## config.mk

```make
export PLATFORM = sky130hd
export DESIGN_NAME = reg_scoreboard_flat
export DESIGN_NICKNAME = d
export VERILOG_FILES = /design/src/rtl/reg_scoreboard_if.sv /design/src/rtl/reg_scoreboard.sv /design/src/flat_wrapper.sv
export SDC_FILE = /design/constraint.sdc
export NUM_CORES = 1
export LEC_CHECK = 0
export CAP_MARGIN = 10
export CORE_UTILIZATION = 53
export CTS_CLUSTER_SIZE = 28
export DETAILED_ROUTE_END_ITERATION = 8
export MAX_ROUTING_LAYER = met4
export PLACE_DENSITY = 0.82
export SLEW_MARGIN = 20
export SYNTH_ARGS = -nofsm -noshare
export SYNTH_HDL_FRONTEND = slang
export SYNTH_SLANG_ARGS = --single-unit
```

## constraint.sdc

```tcl
create_clock -name CLK -period 3.4 [get_ports CLK]
set_input_delay 0.68 -clock CLK [delete_from_list [all_inputs] [get_ports CLK]]
set_output_delay 0.68 -clock CLK [all_outputs]
set_load 0.005 [all_outputs]
```

## src/rtl/reg_scoreboard_if.sv

```systemverilog
// reg_scoreboard_if
// Decode/writeback to scoreboard bundle.
//   master : decode + writeback side; drives the issue_*, flush and wb_* signals
//            and reads stall, forwarding, busy_mask and stall_count.
//   slave  : the scoreboard itself.
interface reg_scoreboard_if #(
    parameter int NREGS  = 32,
    parameter int REG_W  = 5,
    parameter int CNT_W  = 3,
    parameter int PERF_W = 32
);
    logic              issue_valid;
    logic [REG_W-1:0]  issue_rs;
    logic [REG_W-1:0]  issue_rt;
    logic              issue_uses_rs;
    logic              issue_uses_rt;
    logic              issue_wen;
    logic [REG_W-1:0]  issue_rd;
    logic [CNT_W-1:0]  issue_lat;
    logic              flush;
    logic              wb_valid;
    logic [REG_W-1:0]  wb_rd;
    logic              stall;
    logic              fwd_rs;
    logic              fwd_rt;
    logic [NREGS-1:0]  busy_mask;
    logic [PERF_W-1:0] stall_count;

    modport master (
        output issue_valid, issue_rs, issue_rt, issue_uses_rs, issue_uses_rt,
               issue_wen, issue_rd, issue_lat, flush, wb_valid, wb_rd,
        input  stall, fwd_rs, fwd_rt, busy_mask, stall_count
    );

    modport slave (
        input  issue_valid, issue_rs, issue_rt, issue_uses_rs, issue_uses_rt,
               issue_wen, issue_rd, issue_lat, flush, wb_valid, wb_rd,
        output stall, fwd_rs, fwd_rt, busy_mask, stall_count
    );
endinterface

```

## src/rtl/reg_scoreboard.sv

```systemverilog
// reg_scoreboard
// Register-hazard scoreboard for the decode stage. Each architectural register
// carries a pending bit and a countdown of cycles until its in-flight result
// can be forwarded. Decode stalls on RAW/WAW against a register whose count
// is still non-zero; once the count reaches zero the operand is flagged as
// forwardable instead.
// Ports:
//   CLK, RST : clock, synchronous active-high reset
//   sb       : reg_scoreboard_if.slave (issue/flush/writeback in,
//              stall/fwd_rs/fwd_rt/busy_mask/stall_count out)
module reg_scoreboard #(
    parameter int NREGS  = 32,
    parameter int REG_W  = 5,
    parameter int CNT_W  = 3,
    parameter int PERF_W = 32
) (
    input  logic            CLK,
    input  logic            RST,
    reg_scoreboard_if.slave sb
);
    logic [NREGS-1:0]            r_pending;
    logic [NREGS-1:0][CNT_W-1:0] r_cnt;
    logic [PERF_W-1:0]           r_stall_count;

    logic w_raw_rs, w_raw_rt, w_waw, w_stall, w_accept;
    logic w_rs_nz, w_rt_nz, w_rd_nz;

    assign w_rs_nz = (sb.issue_rs != '0);
    assign w_rt_nz = (sb.issue_rt != '0);
    assign w_rd_nz = (sb.issue_rd != '0);

    // A pending register with a non-zero count has no forwardable result yet.
    assign w_raw_rs = sb.issue_uses_rs & w_rs_nz & r_pending[sb.issue_rs] & (r_cnt[sb.issue_rs] != '0);
    assign w_raw_rt = sb.issue_uses_rt & w_rt_nz & r_pending[sb.issue_rt] & (r_cnt[sb.issue_rt] != '0);
    assign w_waw    = sb.issue_wen     & w_rd_nz & r_pending[sb.issue_rd] & (r_cnt[sb.issue_rd] != '0);

    assign w_stall  = sb.issue_valid & ~sb.flush & (w_raw_rs | w_raw_rt | w_waw);
    assign w_accept = sb.issue_valid & ~w_stall & ~sb.flush;

    // Forwarding flags ignore issue_valid so the bypass muxes can be set up early.
    assign sb.fwd_rs = sb.issue_uses_rs & w_rs_nz & r_pending[sb.issue_rs] & (r_cnt[sb.issue_rs] == '0);
    assign sb.fwd_rt = sb.issue_uses_rt & w_rt_nz & r_pending[sb.issue_rt] & (r_cnt[sb.issue_rt] == '0);

    assign sb.stall       = w_stall;
    assign sb.busy_mask   = r_pending;
    assign sb.stall_count = r_stall_count;

    always_ff @(posedge CLK) begin
        if (RST) begin
            r_pending     <= '0;
            r_cnt         <= '0;
            r_stall_count <= '0;
        end else begin
            // r0 is hardwired zero and never tracked.
            r_pending[0] <= 1'b0;
            r_cnt[0]     <= '0;
            for (int r = 1; r < NREGS; r++) begin
                // New issue wins over a same-cycle writeback: the writeback
                // belongs to the older producer being replaced.
                if (w_accept && sb.issue_wen && sb.issue_rd == REG_W'(r)) begin
                    r_pending[r] <= 1'b1;
                    r_cnt[r]     <= sb.issue_lat;
                end else if (sb.wb_valid && sb.wb_rd == REG_W'(r)) begin
                    r_pending[r] <= 1'b0;
                    r_cnt[r]     <= '0;
                end else if (r_cnt[r] != '0) begin
                    r_cnt[r] <= r_cnt[r] - 1'b1;
                end
            end
            if (w_stall && (r_stall_count != {PERF_W{1'b1}}))
                r_stall_count <= r_stall_count + 1'b1;
        end
    end
endmodule

```

## src/flat_wrapper.sv

```systemverilog
// flat-port wrapper written by rule: the top's interface ports become plain ports
module reg_scoreboard_flat 
#(
    parameter int NREGS  = 32,
    parameter int REG_W  = 5,
    parameter int CNT_W  = 3,
    parameter int PERF_W = 32
)
  (CLK, RST, sb_issue_valid, sb_issue_rs, sb_issue_rt, sb_issue_uses_rs, sb_issue_uses_rt, sb_issue_wen, sb_issue_rd, sb_issue_lat, sb_flush, sb_wb_valid, sb_wb_rd, sb_stall, sb_fwd_rs, sb_fwd_rt, sb_busy_mask, sb_stall_count);
  reg_scoreboard_if #(.NREGS(NREGS), .REG_W(REG_W), .CNT_W(CNT_W), .PERF_W(PERF_W)) sb_i ();
  input  logic CLK;
  input  logic RST;
  input wire logic [$bits(sb_i.issue_valid)-1:0] sb_issue_valid;
  input wire logic [$bits(sb_i.issue_rs)-1:0] sb_issue_rs;
  input wire logic [$bits(sb_i.issue_rt)-1:0] sb_issue_rt;
  input wire logic [$bits(sb_i.issue_uses_rs)-1:0] sb_issue_uses_rs;
  input wire logic [$bits(sb_i.issue_uses_rt)-1:0] sb_issue_uses_rt;
  input wire logic [$bits(sb_i.issue_wen)-1:0] sb_issue_wen;
  input wire logic [$bits(sb_i.issue_rd)-1:0] sb_issue_rd;
  input wire logic [$bits(sb_i.issue_lat)-1:0] sb_issue_lat;
  input wire logic [$bits(sb_i.flush)-1:0] sb_flush;
  input wire logic [$bits(sb_i.wb_valid)-1:0] sb_wb_valid;
  input wire logic [$bits(sb_i.wb_rd)-1:0] sb_wb_rd;
  output wire logic [$bits(sb_i.stall)-1:0] sb_stall;
  output wire logic [$bits(sb_i.fwd_rs)-1:0] sb_fwd_rs;
  output wire logic [$bits(sb_i.fwd_rt)-1:0] sb_fwd_rt;
  output wire logic [$bits(sb_i.busy_mask)-1:0] sb_busy_mask;
  output wire logic [$bits(sb_i.stall_count)-1:0] sb_stall_count;
  assign sb_i.issue_valid = sb_issue_valid;
  assign sb_i.issue_rs = sb_issue_rs;
  assign sb_i.issue_rt = sb_issue_rt;
  assign sb_i.issue_uses_rs = sb_issue_uses_rs;
  assign sb_i.issue_uses_rt = sb_issue_uses_rt;
  assign sb_i.issue_wen = sb_issue_wen;
  assign sb_i.issue_rd = sb_issue_rd;
  assign sb_i.issue_lat = sb_issue_lat;
  assign sb_i.flush = sb_flush;
  assign sb_i.wb_valid = sb_wb_valid;
  assign sb_i.wb_rd = sb_wb_rd;
  assign sb_stall = sb_i.stall;
  assign sb_fwd_rs = sb_i.fwd_rs;
  assign sb_fwd_rt = sb_i.fwd_rt;
  assign sb_busy_mask = sb_i.busy_mask;
  assign sb_stall_count = sb_i.stall_count;
  reg_scoreboard #(.NREGS(NREGS), .REG_W(REG_W), .CNT_W(CNT_W), .PERF_W(PERF_W)) u_core (.CLK(CLK), .RST(RST), .sb(sb_i));
endmodule
```

# Word-level counts from Yosys, hierarchy flattened

Cells that the tools add are included.

Register bits after elaboration: 157
Bits in latches: 0
Bits in writable memories: 0
Memory bits (read-only): 0
Input port bits: 31
Output and inout bits: 67
Word-level logic and storage cells: 513
Memories: 0

Add/subtract/negate cells: 32
Multiply operators: 0
Div/mod/pow operators: 0
Magnitude comparators: 3
Equal/unequal tests: 63
Shift operators: 0
Mux-type cells: 167
Bitwise operators: 19
Reductions and logical operators: 165

Operators with widths:

| kind                                               | count |
|---|---|
| two-way mux 3 bit                                  | 96 |
| nonzero test 3 bit                                 | 65 |
| == test 5 bit, second input constant               | 32 |
| subtractor 3 x 1 -> 3 bit, second input constant   | 31 |
| == test 5 x 4 -> 1 bit, second input constant      | 16 |
| two-way mux 1 bit                                  | 65 |
| logical AND 1 bit                                  | 64 |
| nonzero test 2 bit                                 | 31 |
| binary-select mux 3 bit (select 5 bit)             | 3 |
| == test 5 x 3 -> 1 bit, second input constant      | 8 |
| adder 32 x 1 -> 32 bit, second input constant      | 1 |
| != test 32 bit, second input constant              | 1 |
| == test 5 x 2 -> 1 bit, second input constant      | 4 |
| < comparator 5 x 6 -> 1 bit, second input constant | 3 |
| bitwise AND 1 bit                                  | 15 |
| binary-select mux 1 bit (select 5 bit)             | 3 |
| nonzero test 5 bit                                 | 3 |
| == test 5 x 1 -> 1 bit, second input constant      | 2 |
| zero test 3 bit                                    | 2 |
| inverter 1 bit                                     | 2 |
| OR 1 bit                                           | 2 |

# Longest topological paths before layout

Word-level depth: 13
Gate-level depth with buffers: 14
Gate-level depth less buffers: 10

# Worst setup path after synthesis

Ideal clock, no wire load.

Path type: input to output
Start: input sb_issue_rd[0]
End: output sb_stall
Arrival: 2.729 ns
Required time: 2.720 ns
Setup slack: -0.009 ns
Cell stages on the path: 11
Path buffers: 4
Cells stage by stage: buf_2 -> buf_4 -> mux4_2 -> a211oi_1 -> a21oi_1 -> o211ai_1 -> o21ai_1 -> nor3_4 -> buf_4 -> buf_4 -> nor2_1

Longest elaborated chain between the ends: 6
Elaborated cells on any way between the ends: 11
Those cells by class: mux: 4; bitwise: 5; reduce/logical: 2

Ends and longest elaborated chain:

| what                                                            | RTL line             | source |
|---|---|---|
| start, declared                                                 | flat_wrapper.sv:19   | `input wire logic [$bits(sb_i.issue_rd)-1:0] sb_issue_rd;` |
| binary-select mux 3 bit (select 5 bit) (tied with other cells)  | reg_scoreboard.sv:35 | `assign w_waw = sb.issue_wen & w_rd_nz & r_pending[sb.issue_rd] & (r_cnt[sb.issue_rd] != '0);` |
| two-way mux 3 bit (implied by the code) (tied with other cells) | reg_scoreboard.sv:35 |  |
| nonzero test 3 bit / bitwise AND 1 bit (equally long branches)  | reg_scoreboard.sv:35 |  |
| bitwise AND 1 bit *                                             | reg_scoreboard.sv:35 |  |
| OR 1 bit *                                                      | reg_scoreboard.sv:37 | `assign w_stall = sb.issue_valid & ~sb.flush & (w_raw_rs \| w_raw_rt \| w_waw);` |
| bitwise AND 1 bit *                                             | reg_scoreboard.sv:37 |  |
| end, declared                                                   | flat_wrapper.sv:24   | `output wire logic [$bits(sb_i.stall)-1:0] sb_stall;` |

Mark *: on every way between the ends. The rest lies on a longest branch, timed or not. The select of a mux whose other input is x is not followed.

# Worst setup path in the final report

Start: input sb_issue_rt[0]
End: output sb_stall

Longest elaborated chain between the ends: 7
Elaborated cells on any way between the ends: 12
Those cells by class: mux: 4; bitwise: 6; reduce/logical: 2

Ends and longest elaborated chain:

| what                                                            | RTL line             | source |
|---|---|---|
| start, declared                                                 | flat_wrapper.sv:15   | `input wire logic [$bits(sb_i.issue_rt)-1:0] sb_issue_rt;` |
| binary-select mux 3 bit (select 5 bit) (tied with other cells)  | reg_scoreboard.sv:34 | `assign w_raw_rt = sb.issue_uses_rt & w_rt_nz & r_pending[sb.issue_rt] & (r_cnt[sb.issue_rt] != '0);` |
| two-way mux 3 bit (implied by the code) (tied with other cells) | reg_scoreboard.sv:34 |  |
| nonzero test 3 bit / bitwise AND 1 bit (equally long branches)  | reg_scoreboard.sv:34 |  |
| bitwise AND 1 bit *                                             | reg_scoreboard.sv:34 |  |
| OR 1 bit * (2 in series)                                        | reg_scoreboard.sv:37 |  |
| bitwise AND 1 bit *                                             | reg_scoreboard.sv:37 |  |

Marks and branches as above.

==> run_results.csv <==
group,metric,value,unit
logic_synthesis,synthArstFlopShare,0,
final_layout,final_cell_mix,"nand2_1 (180), dfxtp_1 (156), buf_4 (118)",
drt,drcViolationCount,0,
die,start_util,0.5391,
logic_synthesis,syn_area_per_cell,8.232,um2
critical_path,crit_path_cell_trace,"buf_6 -> buf_12 -> nor4_1 -> buf_4 -> a2111oi_0 -> nor4_1 -> a21oi_1 -> a32oi_1 -> buf_4 -> nor2_2 -> nor3_4 -> nor2_1 -> buf_2",
grt,grt_pass1_vias,10710,
logic_synthesis,netlist_top_cells_area,"dfxtp_1 (29%), mux2i_1 (9.7%), ha_1 (7.2%)",
logic_synthesis,synthFlopType,"dfxtp_1",
drt,first_pass_iters,7,
final_layout,fillers,1605,
logic_synthesis,synth_edf_count,0,
drt,drt-met1-wl,14710,um
drt,drt-total-wl,36810,um
logic_synthesis,syn-num-nets,1415,
die,die_y,145.2,um
sta,final-setup-viol-count,1,
critical_path,timing.rr.start,"u_core.r_cnt[33]",
logic_synthesis,synth_cells,1321,
clocking,ctsLongestPathBuffers,2,
drt,dr_wl_met2,16850,um
min_path,min_to,"u_core.sb.stall_count[26]",
critical_path,critPathTopFamily,"simple AND/OR/NAND/NOR gates",
critical_path,cp-end-kind,"primary output",
critical_path,crit_fanout,9,
sta,timing_hold_violations_final,0,
clocking,insertion_delay,0.45,ns
min_path,worstHoldPathCells,2,
power_and_ir_drop,power_leakage,5.687,nW
sta,rsz0062_at_grt,"true",
critical_path,cp_num_buf_inv,5,
die,io-pin-count,98,
sta,worst_pin_slew,0.8600,ns
place,postPlaceCellArea,0.01277,mm2
clocking,cts_tree,"done",
critical_path,critPathRequiredTime,2.72,ns
grt,antenna_found_initial,0,
sta,maxSlewHeadroom,0.4246,
sta,fin_crit,3.455,ns
logic_synthesis,syn_area,0.01087,mm2
critical_path,cp_slowest_stage_delay,0.34,ns
clocking,postCtsHoldBufs,0,
status,violations,"negative setup slack",
sta,fin_setup_tns,-0.05478,ns
logic_synthesis,yosysUniqueCellTypes,58,
power_and_ir_drop,power,8.268,mW
die,dieArea,0.02109,mm2
final_layout,antenna_cells,0,
clocking,cts_buffers,17,
place,dpl_worst_slack,-0.7112,ns
die,placementRows,52,
grt,grt_overflow,0,
critical_path,worstSetupPathDepth,13,
clocking,clock_sinks,156,
logic_synthesis,synth_seq_area_share,0.2872,
final_layout,fin_area,0.01374,mm2
drt,drt_iter0_drc,1303,
critical_path,arrival,2.77,ns
grt,grt_first_pass_wirelength,57060,um
critical_path,cp_slowest_cell,"nor4_1",
logic_synthesis,synth_top_area_frac,0.2872,
sta,fin_ws,-0.05478,ns
sta,slew_viol_final,0,
grt,grt_usage,0.3554,
place,hpwl,26050,um
logic_synthesis,synth_top_area_cell,"dfxtp_1",
min_path,hold_path.class,"flip-flop to flip-flop",
clocking,clkTransAtPathRegs,0.08,ns
sta,holdWs,0.4912,ns
place,portBuffers,96,
sta,fmax,289.5,MHz
logic_synthesis,synth_seq_cells,156,
final_layout,area_growth,26.38,%
power_and_ir_drop,vdd_ir_drop_max,523.7,uV
final_layout,layout.cells.most_common,"nand2_1",
die,die_x,145.2,um
sta,skew,0.01662,ns
logic_synthesis,yosys_warnings,0,
grt,grt_max_degree,83,
die,core_area,0.02017,mm2
drt,wl_per_cell,20.66,um
run,cap_violations,0,
final_layout,drive_above_1_share,0.1667,
critical_path,reg2reg_depth,12,
sta,post-route-period-util,1.016,
critical_path,critPathKind,"input pin to primary output",
critical_path,reg2reg_to,"u_core.r_cnt[40]",
status,status,"finished with violations",
drt,vias_per_cell,6.347,
drt,met3WireLength,3638,um
place,gp_congestion,1.044,
drt,drtAntennaViolNets,0,
min_path,hp-start,"u_core.sb.stall_count[26]",
clocking,cts_htree_levels,4,
final_layout,nets,1593,
power_and_ir_drop,power_density,601.6,mW/mm2
clocking,clockRootBuffer,"clkbuf_16",
critical_path,startpoint_type,"input pin",
critical_path,r2r_slack,0.13,ns
drt,vias,11310,
drt,highest_layer,"met4",
-- stage by stage --
step                instances    util
finish                   1782  0.6814
global placement         1732  0.6331
floorplan                1321       -
global route             1782  0.6814
detailed placement       1732  0.6331
CTS                      1781  0.6776
-- power by group --
part,switching (mW),internal [mW]
sequential,0.445,2.23
combinational,2.01,1.63
clock,0.959,0.992
-- worst max-delay path by stage --
| stage | end | slack, ns | start |
|---|---|---|---|
| 2_1_floorplan | sb_stall | 0.002 | sb_issue_rt[1] |
| 3_3_place_gp | sb_stall | -0.72 | sb_issue_rd[0] |
| 3_5_place_dp | sb_stall | -0.71 | sb_issue_rd[0] |
| 4_1_cts | sb_stall | -0.0002 | sb_issue_rd[1] |
| 5_1_grt | sb_stall | -0.11 | sb_issue_rt[2] |
| 6_report | sb_stall | -0.05 | sb_issue_rt[0] |
-- cells by family (layout without fill, tap and decap cells) --
family,count (synthesis),count (layout),share of synthesized area
xor gates and xnor gates,31,31,0.02497
adders and majority gates,63,63,0.07249
buffers and inverters,176,367,0.07019
and+or+nand+nor,454,454,0.2256
muxes,139,139,0.1557
DFF,156,156,0.2872
other,1,1,0.0003449
AOI/OAI and AO/OA,301,301,0.1635
-- per-layer routing --
layer | global-route usage | vias to the layer above
li1 | - | 5139
met1 | 0.4407 | 5326
met2 | 0.5558 | 700
met3 | 0.07547 | 145
met4 | 0.1595 | 0
met5 | - | -
-- repair_timing --
item / in CTS / in global routing
endpoints found under the setup margin: 122 / 22
buffers inserted: 15 / 0
pin swaps: 17 / 4
resized for setup: 53 / 10
cloned: 2 / 1
-- state kept, by name (all words and copies together) (netlist names) --
| signal | flops |
|---|---|
| u_core.sb.busy_mask | 31 |
| u_core.sb.stall_count | 32 |
| u_core.r_cnt | 93 |
-- final cells by class --
cell class	instances	area (um2)	share of cell area
Multi-Input combinational cell	989	7112	0.5175
Sequential cell	156	3123	0.2272
Timing Repair Buffer	231	2182	0.1588
Clock buffer	17	425.4	0.03095
Inverter	104	390.4	0.02840
Tap cell	270	337.8	0.02458
Clock inverter	15	172.7	0.01256
-- worst min-delay path, stage by stage (launching register included) --
cell	delay [ns]
dfxtp_1	0.33
o31ai_1	0.06
a21oi_1	0.05
-- cell usage after synthesis (5+ instances only) --
master,number
ha_1,63
buf_2,17
nor4_1,20
and4_1,7
nor2_1,42
nand2_1,181
nand2b_1,14
mux4_2,23
clkbuf_1,39
dfxtp_1,156
nand3_4,18
or4_1,22
mux2i_1,105
o31ai_1,23
nor3_1,41
o21ai_0,101
nand4_1,6
a311oi_1,5
inv_1,104
nor2b_1,23
a22oi_1,6
mux2_2,11
xnor2_1,31
a21oi_1,103
and2_1,5
and3_1,18
buf_4,7
a211oi_1,22
nand3_1,44
a31oi_1,8
(Power assumes the default switching activity.)
